`src/rtl/instr_decode_stage_if.sv`:
```
// rtl/instr_decode_stage_if.sv - upstream/downstream bundle of the decode stage
// slave is the stage itself; master is the surrounding fetch/execute environment.
interface instr_decode_stage_if #(
  parameter int DATA_W = 32,
  parameter int PC_W   = 32
);
  logic              flush;
  logic              in_valid;
  logic              in_ready;
  logic [31:0]       in_instr;
  logic [PC_W-1:0]   in_pc;
  logic              out_valid;
  logic              out_ready;
  logic [5:0]        out_opcode;
  logic [4:0]        out_rs;
  logic [4:0]        out_rt;
  logic [4:0]        out_rd;
  logic [4:0]        out_shamt;
  logic [5:0]        out_funct;
  logic [1:0]        out_itype;
  logic [DATA_W-1:0] out_imm;
  logic [PC_W-1:0]   out_jtarget;
  logic [PC_W-1:0]   out_pc;
  logic              out_illegal;
  logic [31:0]       decoded_count;

  modport slave (
    input  flush, in_valid, in_instr, in_pc, out_ready,
    output in_ready, out_valid, out_opcode, out_rs, out_rt, out_rd, out_shamt,
           out_funct, out_itype, out_imm, out_jtarget, out_pc, out_illegal,
           decoded_count
  );

  modport master (
    output flush, in_valid, in_instr, in_pc, out_ready,
    input  in_ready, out_valid, out_opcode, out_rs, out_rt, out_rd, out_shamt,
           out_funct, out_itype, out_imm, out_jtarget, out_pc, out_illegal,
           decoded_count
  );
endinterface

```
`src/rtl/instr_decode_stage.sv`:
```
// rtl/instr_decode_stage.sv - registered MIPS decode stage with 2-entry skid buffer
// Optional opcode legality check enabled by macro DECODE_ILLEGAL_CHK_EN.
module instr_decode_stage #(
  parameter int DATA_W = 32,
  parameter int PC_W   = 32
) (
  input  logic                clk,
  input  logic                reset,
  instr_decode_stage_if.slave bus
);

  typedef struct packed {
    logic [31:0]       instr;
    logic [1:0]        itype;
    logic [DATA_W-1:0] imm;
    logic [PC_W-1:0]   jtarget;
    logic [PC_W-1:0]   pc;
    logic              illegal;
  } bundle_t;

  typedef enum logic [1:0] {EMPTY, ONE, FULL} state_t;

  function automatic bundle_t decode(input logic [31:0] instr, input logic [PC_W-1:0] pc);
    bundle_t         b;
    logic [5:0]      op;
    logic [PC_W-1:0] pc4;
    op        = instr[31:26];
    pc4       = pc + PC_W'(4);
    b.instr   = instr;
    b.pc      = pc;
    if (op == 6'h00)                      b.itype = 2'd0;
    else if (op == 6'h02 || op == 6'h03)  b.itype = 2'd2;
    else                                  b.itype = 2'd1;
    if (op == 6'h0C || op == 6'h0D || op == 6'h0E) b.imm = DATA_W'(instr[15:0]);
    else if (op == 6'h0F)                          b.imm = DATA_W'({instr[15:0], 16'h0});
    else b.imm = {{(DATA_W-16){instr[15]}}, instr[15:0]};
    // Upper PC bits come from the sequential PC; low 28 bits from the word index.
    b.jtarget = (pc4 & ~PC_W'(28'hFFF_FFFF)) | PC_W'({instr[25:0], 2'b00});
`ifdef DECODE_ILLEGAL_CHK_EN
    case (op)
      6'h00, 6'h02, 6'h03, 6'h04, 6'h05, 6'h08, 6'h09, 6'h0A, 6'h0B,
      6'h0C, 6'h0D, 6'h0E, 6'h0F, 6'h23, 6'h2B: b.illegal = 1'b0;
      default:                                  b.illegal = 1'b1;
    endcase
`else
    b.illegal = 1'b0;
`endif
    return b;
  endfunction

  state_t      state_q, state_d;
  bundle_t     out_q, skid_q, in_dec;
  logic        in_ready_q;
  logic [31:0] count_q;
  logic        in_fire, out_fire, load_out, skid_to_out, load_skid;

  always_comb begin
    in_dec      = decode(bus.in_instr, bus.in_pc);
    in_fire     = bus.in_valid && in_ready_q;
    out_fire    = (state_q != EMPTY) && bus.out_ready;
    state_d     = state_q;
    load_out    = 1'b0;
    skid_to_out = 1'b0;
    load_skid   = 1'b0;
    if (bus.flush) begin
      state_d = EMPTY;
    end else begin
      case (state_q)
        EMPTY: if (in_fire) begin
          load_out = 1'b1;
          state_d  = ONE;
        end
        ONE: begin
          if (out_fire) begin
            load_out = in_fire;
            state_d  = in_fire ? ONE : EMPTY;
          end else if (in_fire) begin
            load_skid = 1'b1;
            state_d   = FULL;
          end
        end
        FULL: if (out_fire) begin
          skid_to_out = 1'b1;
          state_d     = ONE;
        end
        default: state_d = EMPTY;
      endcase
    end
  end

  always_ff @(posedge clk) begin
    if (reset) begin
      state_q    <= EMPTY;
      in_ready_q <= 1'b1;
      out_q      <= '0;
      skid_q     <= '0;
      count_q    <= '0;
    end else begin
      state_q    <= state_d;
      in_ready_q <= (state_d != FULL);
      if (load_out)         out_q <= in_dec;
      else if (skid_to_out) out_q <= skid_q;
      if (load_skid)        skid_q <= in_dec;
      // Output transfers count even in a flush cycle.
      if (out_fire)         count_q <= count_q + 32'd1;
    end
  end

  assign bus.in_ready      = in_ready_q;
  assign bus.out_valid     = (state_q != EMPTY);
  assign bus.out_opcode    = out_q.instr[31:26];
  assign bus.out_rs        = out_q.instr[25:21];
  assign bus.out_rt        = out_q.instr[20:16];
  assign bus.out_rd        = out_q.instr[15:11];
  assign bus.out_shamt     = out_q.instr[10:6];
  assign bus.out_funct     = out_q.instr[5:0];
  assign bus.out_itype     = out_q.itype;
  assign bus.out_imm       = out_q.imm;
  assign bus.out_jtarget   = out_q.jtarget;
  assign bus.out_pc        = out_q.pc;
  assign bus.out_illegal   = out_q.illegal;
  assign bus.decoded_count = count_q;

endmodule

```
`src/flat_wrapper.sv`:
```
// flat-port wrapper written by rule: the top's interface ports become plain ports
module instr_decode_stage_flat 
#(
  parameter int DATA_W = 32,
  parameter int PC_W   = 32
)
  (clk, reset, bus_flush, bus_in_valid, bus_in_instr, bus_in_pc, bus_out_ready, bus_in_ready, bus_out_valid, bus_out_opcode, bus_out_rs, bus_out_rt, bus_out_rd, bus_out_shamt, bus_out_funct, bus_out_itype, bus_out_imm, bus_out_jtarget, bus_out_pc, bus_out_illegal, bus_decoded_count);
  instr_decode_stage_if #(.DATA_W(DATA_W), .PC_W(PC_W)) bus_i ();
  input  logic clk;
  input  logic reset;
  input wire logic [$bits(bus_i.flush)-1:0] bus_flush;
  input wire logic [$bits(bus_i.in_valid)-1:0] bus_in_valid;
  input wire logic [$bits(bus_i.in_instr)-1:0] bus_in_instr;
  input wire logic [$bits(bus_i.in_pc)-1:0] bus_in_pc;
  input wire logic [$bits(bus_i.out_ready)-1:0] bus_out_ready;
  output wire logic [$bits(bus_i.in_ready)-1:0] bus_in_ready;
  output wire logic [$bits(bus_i.out_valid)-1:0] bus_out_valid;
  output wire logic [$bits(bus_i.out_opcode)-1:0] bus_out_opcode;
  output wire logic [$bits(bus_i.out_rs)-1:0] bus_out_rs;
  output wire logic [$bits(bus_i.out_rt)-1:0] bus_out_rt;
  output wire logic [$bits(bus_i.out_rd)-1:0] bus_out_rd;
  output wire logic [$bits(bus_i.out_shamt)-1:0] bus_out_shamt;
  output wire logic [$bits(bus_i.out_funct)-1:0] bus_out_funct;
  output wire logic [$bits(bus_i.out_itype)-1:0] bus_out_itype;
  output wire logic [$bits(bus_i.out_imm)-1:0] bus_out_imm;
  output wire logic [$bits(bus_i.out_jtarget)-1:0] bus_out_jtarget;
  output wire logic [$bits(bus_i.out_pc)-1:0] bus_out_pc;
  output wire logic [$bits(bus_i.out_illegal)-1:0] bus_out_illegal;
  output wire logic [$bits(bus_i.decoded_count)-1:0] bus_decoded_count;
  assign bus_i.flush = bus_flush;
  assign bus_i.in_valid = bus_in_valid;
  assign bus_i.in_instr = bus_in_instr;
  assign bus_i.in_pc = bus_in_pc;
  assign bus_i.out_ready = bus_out_ready;
  assign bus_in_ready = bus_i.in_ready;
  assign bus_out_valid = bus_i.out_valid;
  assign bus_out_opcode = bus_i.out_opcode;
  assign bus_out_rs = bus_i.out_rs;
  assign bus_out_rt = bus_i.out_rt;
  assign bus_out_rd = bus_i.out_rd;
  assign bus_out_shamt = bus_i.out_shamt;
  assign bus_out_funct = bus_i.out_funct;
  assign bus_out_itype = bus_i.out_itype;
  assign bus_out_imm = bus_i.out_imm;
  assign bus_out_jtarget = bus_i.out_jtarget;
  assign bus_out_pc = bus_i.out_pc;
  assign bus_out_illegal = bus_i.out_illegal;
  assign bus_decoded_count = bus_i.decoded_count;
  instr_decode_stage #(.DATA_W(DATA_W), .PC_W(PC_W)) u_core (.clk(clk), .reset(reset), .bus(bus_i));
endmodule
```
`config.mk`:
```
export PLATFORM = sky130hd
export DESIGN_NAME = instr_decode_stage_flat
export DESIGN_NICKNAME = d
export VERILOG_FILES = /design/src/rtl/instr_decode_stage_if.sv /design/src/rtl/instr_decode_stage.sv /design/src/flat_wrapper.sv
export SDC_FILE = /design/constraint.sdc
export NUM_CORES = 1
export LEC_CHECK = 0
export CORE_MARGIN = 2
export CORE_UTILIZATION = 50
export DETAILED_ROUTE_END_ITERATION = 6
export GPL_TIMING_DRIVEN = 1
export PLACE_DENSITY = 0.78
export SYNTH_ARGS = -nofsm -noshare
export SYNTH_HDL_FRONTEND = slang
export SYNTH_SLANG_ARGS = --single-unit
```
`constraint.sdc`:
```
create_clock -name clk -period 2.69 [get_ports clk]
set_input_delay 0.4035 -clock clk [delete_from_list [all_inputs] [get_ports clk]]
set_output_delay 0.4035 -clock clk [all_outputs]
set_load 0.05 [all_outputs]
```
==> metrics, run 1 <==
Worst-Margin Slew 971 ps; Crit Path Max Fanout 7; Hold Path Class primary input to flop; DRC violation count after routing 0; Overflow after GRT 0; largest family of logic cells by synthesized area simple AND/OR/NAND/NOR gates; P_int 6200 µW; sequential cell area 4780 µm²; combinational share of power 14.2%; multiplexer area fraction after synthesis 6.39%; sw power 2220 µW; TritonCTS Sinks 239; root buffer cell clkbuf_16; Final ANT Viol Nets 0; ratio of cells with drive above 1 in the final layout 7.00%; unrepaired setup endpoints after global routing false; Max stage delay on crit path 710 ps; initial antenna violation count 0; Worst Setup Path Type flop to output port; Detail Placement HPWL 17700 µm; Antenna Cells 0; Final Hold Slack 333 ps; Final #Nets 1413; worst vdd ir 0.504 mV; Setup Skew 10.4 ps; routed vias/inst 5.56; full die area 21200 µm²; sequential power share 44.2%; Pleak 0.00444 µW; YS warnings 0; share of synthesized registers carrying an async set or reset 0%; Die Y 146 µm; Initial Util 51.3%; TritonCTS clock tree done; deepest clock path buffer count 3; Core Area 19600 µm²; global placement routability congestion 0.818; largest net degree at the start of global routing 95; Highest Clock Rate 427 MHz; area post-placement 12400 µm²; WP data required 2290 ps; Multi-input gate area 4620 µm²; row cnt 51; First-pass DRT Iterations 5; fin area 13300 µm²; PortBufs 230; Slew HR 35.2%; outcome finished clean; post-synthesis sequential area ratio 47.6%; Top FF cell, synth dfxtp_1; Post-CTS Setup Inserts 0; final-layout fill cell count 1629; Synth cell types 50; CP Capture Type output port; Post-synth EDFFs 0; Max Cap Viol 0; xor-xnor portion of the synthesized cell area 0.697%; final worst path period need 2340 ps; CTS clk-pin slew, worst paths 50 ps; first-pass GRT wire length 43100 µm; drt wl/cell 16.4 µm; dpl ws 246 ps; Post-Syn Area 10000 µm²; GR Util All Layers 23.7%; crit start category flop; sw frac 26.4%; Worst Setup Slack, final 350 ps; Total Wirelength 26600 µm; CTS Hold Bufs 0; TNS Setup 0 ps; Final Hold Vio Count 0; DIE WIDTH 146 µm; P&R area growth vs syn 32.0%; Synth Area in Adders 0.125%; worst path cell trace or2_2 -> clkdlybuf4s50_1; Compound-Gate Fraction of Synth Area 18.9%; CTS H-tree depth 1; clock latency on the worst-skew pair 520 ps; Critical Path Slowest Stage Cell clkdlybuf4s50_1; Setup-failing EPs final 0; clock share of power 41.6%; pwr dens 635 nW/µm²; Num CTS Buffers 25; # IOs 234; cell count after synthesis 1182; area fraction in and, or, nand and nor cells after synthesis 19.5%; via count 9020; number of global-route vias before repair 8435; Yosys reg bits 239; Post-CTS Resized 0; synthesized area per cell 8.50 µm²; max-slew violations 0; Iter 0 DRT Violations 530; period utilisation layout 87.0%; arrival time at the worst endpoint 1940 ps
-- worst paths after layout --
path / slack [ps] / startpoint / depth (start not counted) / endpoint
worst min-delay path: 330 / reset / 2 / u_core.bus.decoded_count[9]$_SDFFE_PP0P_
worst max register to register: 540 / u_core.bus.decoded_count[0]$_SDFFE_PP0P_ / 5 / u_core.bus.decoded_count[18]$_SDFFE_PP0P_
worst min register to register: 440 / u_core.bus.out_imm[9]$_SDFFE_PP0P_ / 2 / u_core.bus.out_imm[9]$_SDFFE_PP0P_
worst max-delay path: 350 / u_core.state_q[1]$_SDFF_PP0_ / 2 / bus_out_valid
-- power by group through the flow --
stage          Clock [µW]  Sequential (µW)  Combinational [µW]
6_report             3500             3720                1200
5_1_grt              3700             3740                1260
4_1_cts              3570             3720                1200
3_5_place_dp            0             3800                1190
3_3_place_gp            0             3800                1180
2_1_floorplan           0             4130                 418
-- layout make-up --
cell class	count	area share (%)
Tap cell	265	2.50
Timing Repair Buffer	261	19.9
Multi-Input combinational cell	804	34.9
Clock inverter	6	0.632
Clock buffer	36	5.71
Sequential cell	239	36.1
Inverter	12	0.340
-- critical path, delay by kind of cell, from the launching register on --
kind | cells | cell delay, ps
buffers and inverters | 1 | 710
flip-flops | 1 | 360
AND/OR/NAND/NOR | 1 | 350
-- metrics by stage --
step	std cells	total power [µW]	utilization, %
2_1_floorplan	1184	4540	-
3_3_place_gp	1581	4980	63.4
3_5_place_dp	1581	4990	63.4
4_1_cts	1623	8490	67.7
5_1_grt	1623	8700	67.7
6_report	1623	8420	67.7
-- state kept, by name, summed over array words and instances (netlist names), 4 cells and up --
signal and cells:
u_core.bus.decoded_count 32, u_core.bus.out_funct 6, u_core.bus.out_imm 32, u_core.bus.out_jtarget 4, u_core.bus.out_opcode 6, u_core.bus.out_pc 32
u_core.bus.out_rd 5, u_core.bus.out_rs 5, u_core.bus.out_rt 5, u_core.bus.out_shamt 5, u_core.skid_q 102
-- cell usage in the layout, fill, tap and decap left out, types with 2 or more instances in the layout --
cell,netlist,layout
a21oi_1,135,135
clkdlybuf4s50_1,0,229
inv_1,12,12
clkbuf_8,0,9
xor2_1,2,2
o31ai_1,9,9
buf_4,30,23
nor2_1,88,88
and4_1,6,6
conb_1,1,3
nand2_4,0,2
nor2b_1,24,24
nand4_1,15,15
nand2_1,208,206
bufinv_16,0,2
clkinv_2,0,3
a211oi_1,100,99
or3_1,7,7
mux2i_1,54,54
nor3_1,8,8
clkbuf_16,0,25
mux2_2,9,9
and3_1,2,2
clkbuf_1,73,2
a31oi_1,2,2
or2_2,2,2
o21ai_0,11,11
or4_1,12,12
dfxtp_1,239,239
nand3_1,30,30
a22oi_1,32,32
a311oi_1,2,2
a211o_1,2,2
buf_12,0,8
xnor2_1,6,6
nor4_1,14,14
-- cell usage after synthesis (all sizes together) (3+ instances only) --
library cell | number | share of area (%)
a211oi | 100 | 7.5
a21oi | 136 | 6.8
a22oi | 32 | 2.4
and2 | 4 | 0.25
and4 | 6 | 0.52
buf | 56 | 3.6
clkbuf | 73 | 2.7
dfxtp | 239 | 48
inv | 12 | 0.45
mux2 | 9 | 1.0
mux2i | 54 | 5.4
nand2 | 208 | 7.8
nand3 | 30 | 1.5
nand4 | 16 | 1.1
nor2 | 88 | 3.3
nor2b | 24 | 1.5
nor3 | 8 | 0.40
nor4 | 15 | 1.0
o21ai | 12 | 0.60
o31ai | 9 | 0.67
or2 | 3 | 0.19
or3 | 7 | 0.44
or4 | 13 | 1.0
xnor2 | 6 | 0.52
-- layer usage --
layer,part of all wire (%),vias up,global-route usage [%]
li1,-,4454,-
met1,44,4257,31.8
met2,46,288,38.9
met3,8.4,21,6.11
met4,1.3,0,4.75
met5,0,-,0
-- kinds of logic after synthesis --
kind of cell,Yosys count
AND/OR/NAND/NOR,429
AO/OA/AOI/OAI,300
flip-flops,239
buffers and inverters,141
multiplexers,63
XOR/XNOR,8
adder cells (fa/ha/maj),1
other,1
Note: power is estimated with default switching activity, not from simulation.
==> inputs of run 2 (changes only) <==
==> constraint.sdc (replaced) <==
create_clock -name clk -period 2.5 [get_ports clk]
set_input_delay 0.375 -clock clk [delete_from_list [all_inputs] [get_ports clk]]
set_output_delay 0.375 -clock clk [all_outputs]
set_load 0.05 [all_outputs]
==> metrics, run 2 (synthesized netlist as in run 1, its figures left out) <==
Slew HR 31.8% (-3.4 points); Antenna Cells 0 (unchanged); ratio of cells with drive above 1 in the final layout 6.84% (-0.16 points); Pleak 0.00442 µW (-0.62%); pwr dens 666 nW/µm² (+4.8%); final-layout fill cell count 1634 (+0.31%); Detail Placement HPWL 17500 µm (-0.94%); First-pass DRT Iterations 5 (unchanged); routed vias/inst 5.55 (about the same); crit start category flop; CTS clk-pin slew, worst paths 60 ps (about the same); P&R area growth vs syn 31.6%; TNS Setup 0 ps (unchanged); CP Capture Type output port; Total Wirelength 26600 µm (about the same); max-slew violations 0 (unchanged); # IOs 234 (unchanged); outcome finished clean; clock latency on the worst-skew pair 520 ps (about the same); Core Area 19600 µm² (unchanged); GR Util All Layers 23.9% (+0.19 points); final non-filler cell total 1625 (+0.12%); Worst Setup Path Type flop to output port; Hold Path Class primary input to flop; sequential power share 45.5% (+1.3 points); number of flip-flops in the largest register 102 (unchanged); Max Cap Viol 0 (unchanged); clock share of power 39.8% (-1.8 points); unrepaired setup endpoints after global routing false; dpl cells 1583 (+0.13%); deepest clock path buffer count 3 (unchanged); period utilisation layout 92.6%; final worst path period need 2320 ps; WP data required 2120 ps (-170 ps); Largest Register u_core.skid_q; number of global-route vias before repair 8482 (+0.56%); Iter 0 DRT Violations 527 (-0.57%); Setup-failing EPs final 0 (unchanged); Worst Setup Slack, final 184 ps (-166 ps); Final #Nets 1415 (+0.14%); arrival time at the worst endpoint 1940 ps (about the same); Setup Skew 13.3 ps (+2.92 ps); drt wl/cell 16.4 µm (-0.15%); Die Y 146 µm (unchanged); PortBufs 230 (unchanged); row cnt 51 (unchanged); CTS Hold Bufs 0 (unchanged); TritonCTS Sinks 239 (unchanged); Crit Path Max Fanout 7 (unchanged); Overflow after GRT 0 (unchanged); sw power 2390 µW (+7.6%); sequential cell area 4780 µm² (unchanged); Num CTS Buffers 25 (unchanged); DRC violation count after routing 0 (unchanged); initial antenna violation count 0 (unchanged); Post-CTS Resized 0 (unchanged); Highest Clock Rate 432 MHz; R2R setup slack 370 ps (-170 ps); via count 9026 (+0.067%); full die area 21200 µm² (unchanged); Initial Util 51.3% (unchanged); worst vdd ir 0.531 mV (+5.4%); sw frac 27.2% (+0.77 points); first-pass GRT wire length 43200 µm (+0.30%); Final ANT Viol Nets 0 (unchanged); DIE WIDTH 146 µm (unchanged); Post-CTS Setup Inserts 0 (unchanged); commonest non-fill, non-tap cell in the layout dfxtp_1; TritonCTS clock tree done; dpl ws 52.5 ps (-193 ps); Multi-input gate area 4620 µm² (unchanged); P_int 6410 µW (+3.4%); Final Hold Slack 252 ps (-81.1 ps); root buffer cell clkbuf_16; combinational share of power 14.7% (+0.5 points); most frequent cells in the layout dfxtp_1, clkdlybuf4s50_1, nand2_1; largest net degree at the start of global routing 116 (+22%); Worst-Margin Slew 1020 ps (+50.7 ps); CTS H-tree depth 1 (unchanged); Final Hold Vio Count 0 (unchanged); global placement routability congestion 0.813 (-0.70%)
[run 2: cell types whose count changed in the layout (fill, tap and decap cells not counted)]
cell	change
bufinv_16	-1
clkbuf_8	-6
clkinv_4	+1
clkbuf_1	+4
clkinv_2	+2
buf_12	+2
[run 2: final cells by class]
cell class,instances,area share (%)
timing repair buffer,263,20.2
inverter,12,0.341
multi-input combinational,804,35.0
clock buffer,34,5.21
clock inverter,8,0.549
tap,265,2.51
sequential,239,36.2
[run 2: worst paths after layout]
kind                                                             endpoint                                      from  depth (start not counted)
worst max-delay path                                        bus_out_valid              u_core.state_q[0]$_SDFF_PP0_                          2
worst min-delay path             u_core.bus.decoded_count[9]$_SDFFE_PP0P_                                     reset                          2
worst max register to register  u_core.bus.decoded_count[20]$_SDFFE_PP0P_  u_core.bus.decoded_count[0]$_SDFFE_PP0P_                          5
worst min register to register        u_core.bus.out_imm[12]$_SDFFE_PP0P_       u_core.bus.out_imm[12]$_SDFFE_PP0P_                          2
[run 2: worst max-delay path, stage by stage, from the launching register on]
cell	delay (ps)
dfxtp_1	440
or2_2	190
clkdlybuf4s50_1	800
[run 2: power groups by stage]
stage,sequential [µW],combinational (µW),clock [µW]
final,4010,1290,3500
after floorplan,4440,450,0
after detailed placement,4090,1290,0
after global placement,4090,1280,0
after global routing,4020,1360,3730
after CTS,4010,1300,3560
[run 2: per-layer routing]
layer	routed length [µm]	global-route usage, %	share of wire [%]
met4	487	5.74	1.8
met2	12200	38.5	46
met3	2240	7.05	8.4
met1	11600	31.7	44
met5	0	0	0
[run 2: per-stage QoR]
stage,instance area (µm²),utilization (%),power [µW]
3_3_place_gp,12500,63.6,5370
3_5_place_dp,12500,63.6,5380
2_1_floorplan,10100,-,4890
6_report,13200,67.5,8800
5_1_grt,13200,67.5,9110
4_1_cts,13200,67.5,8860
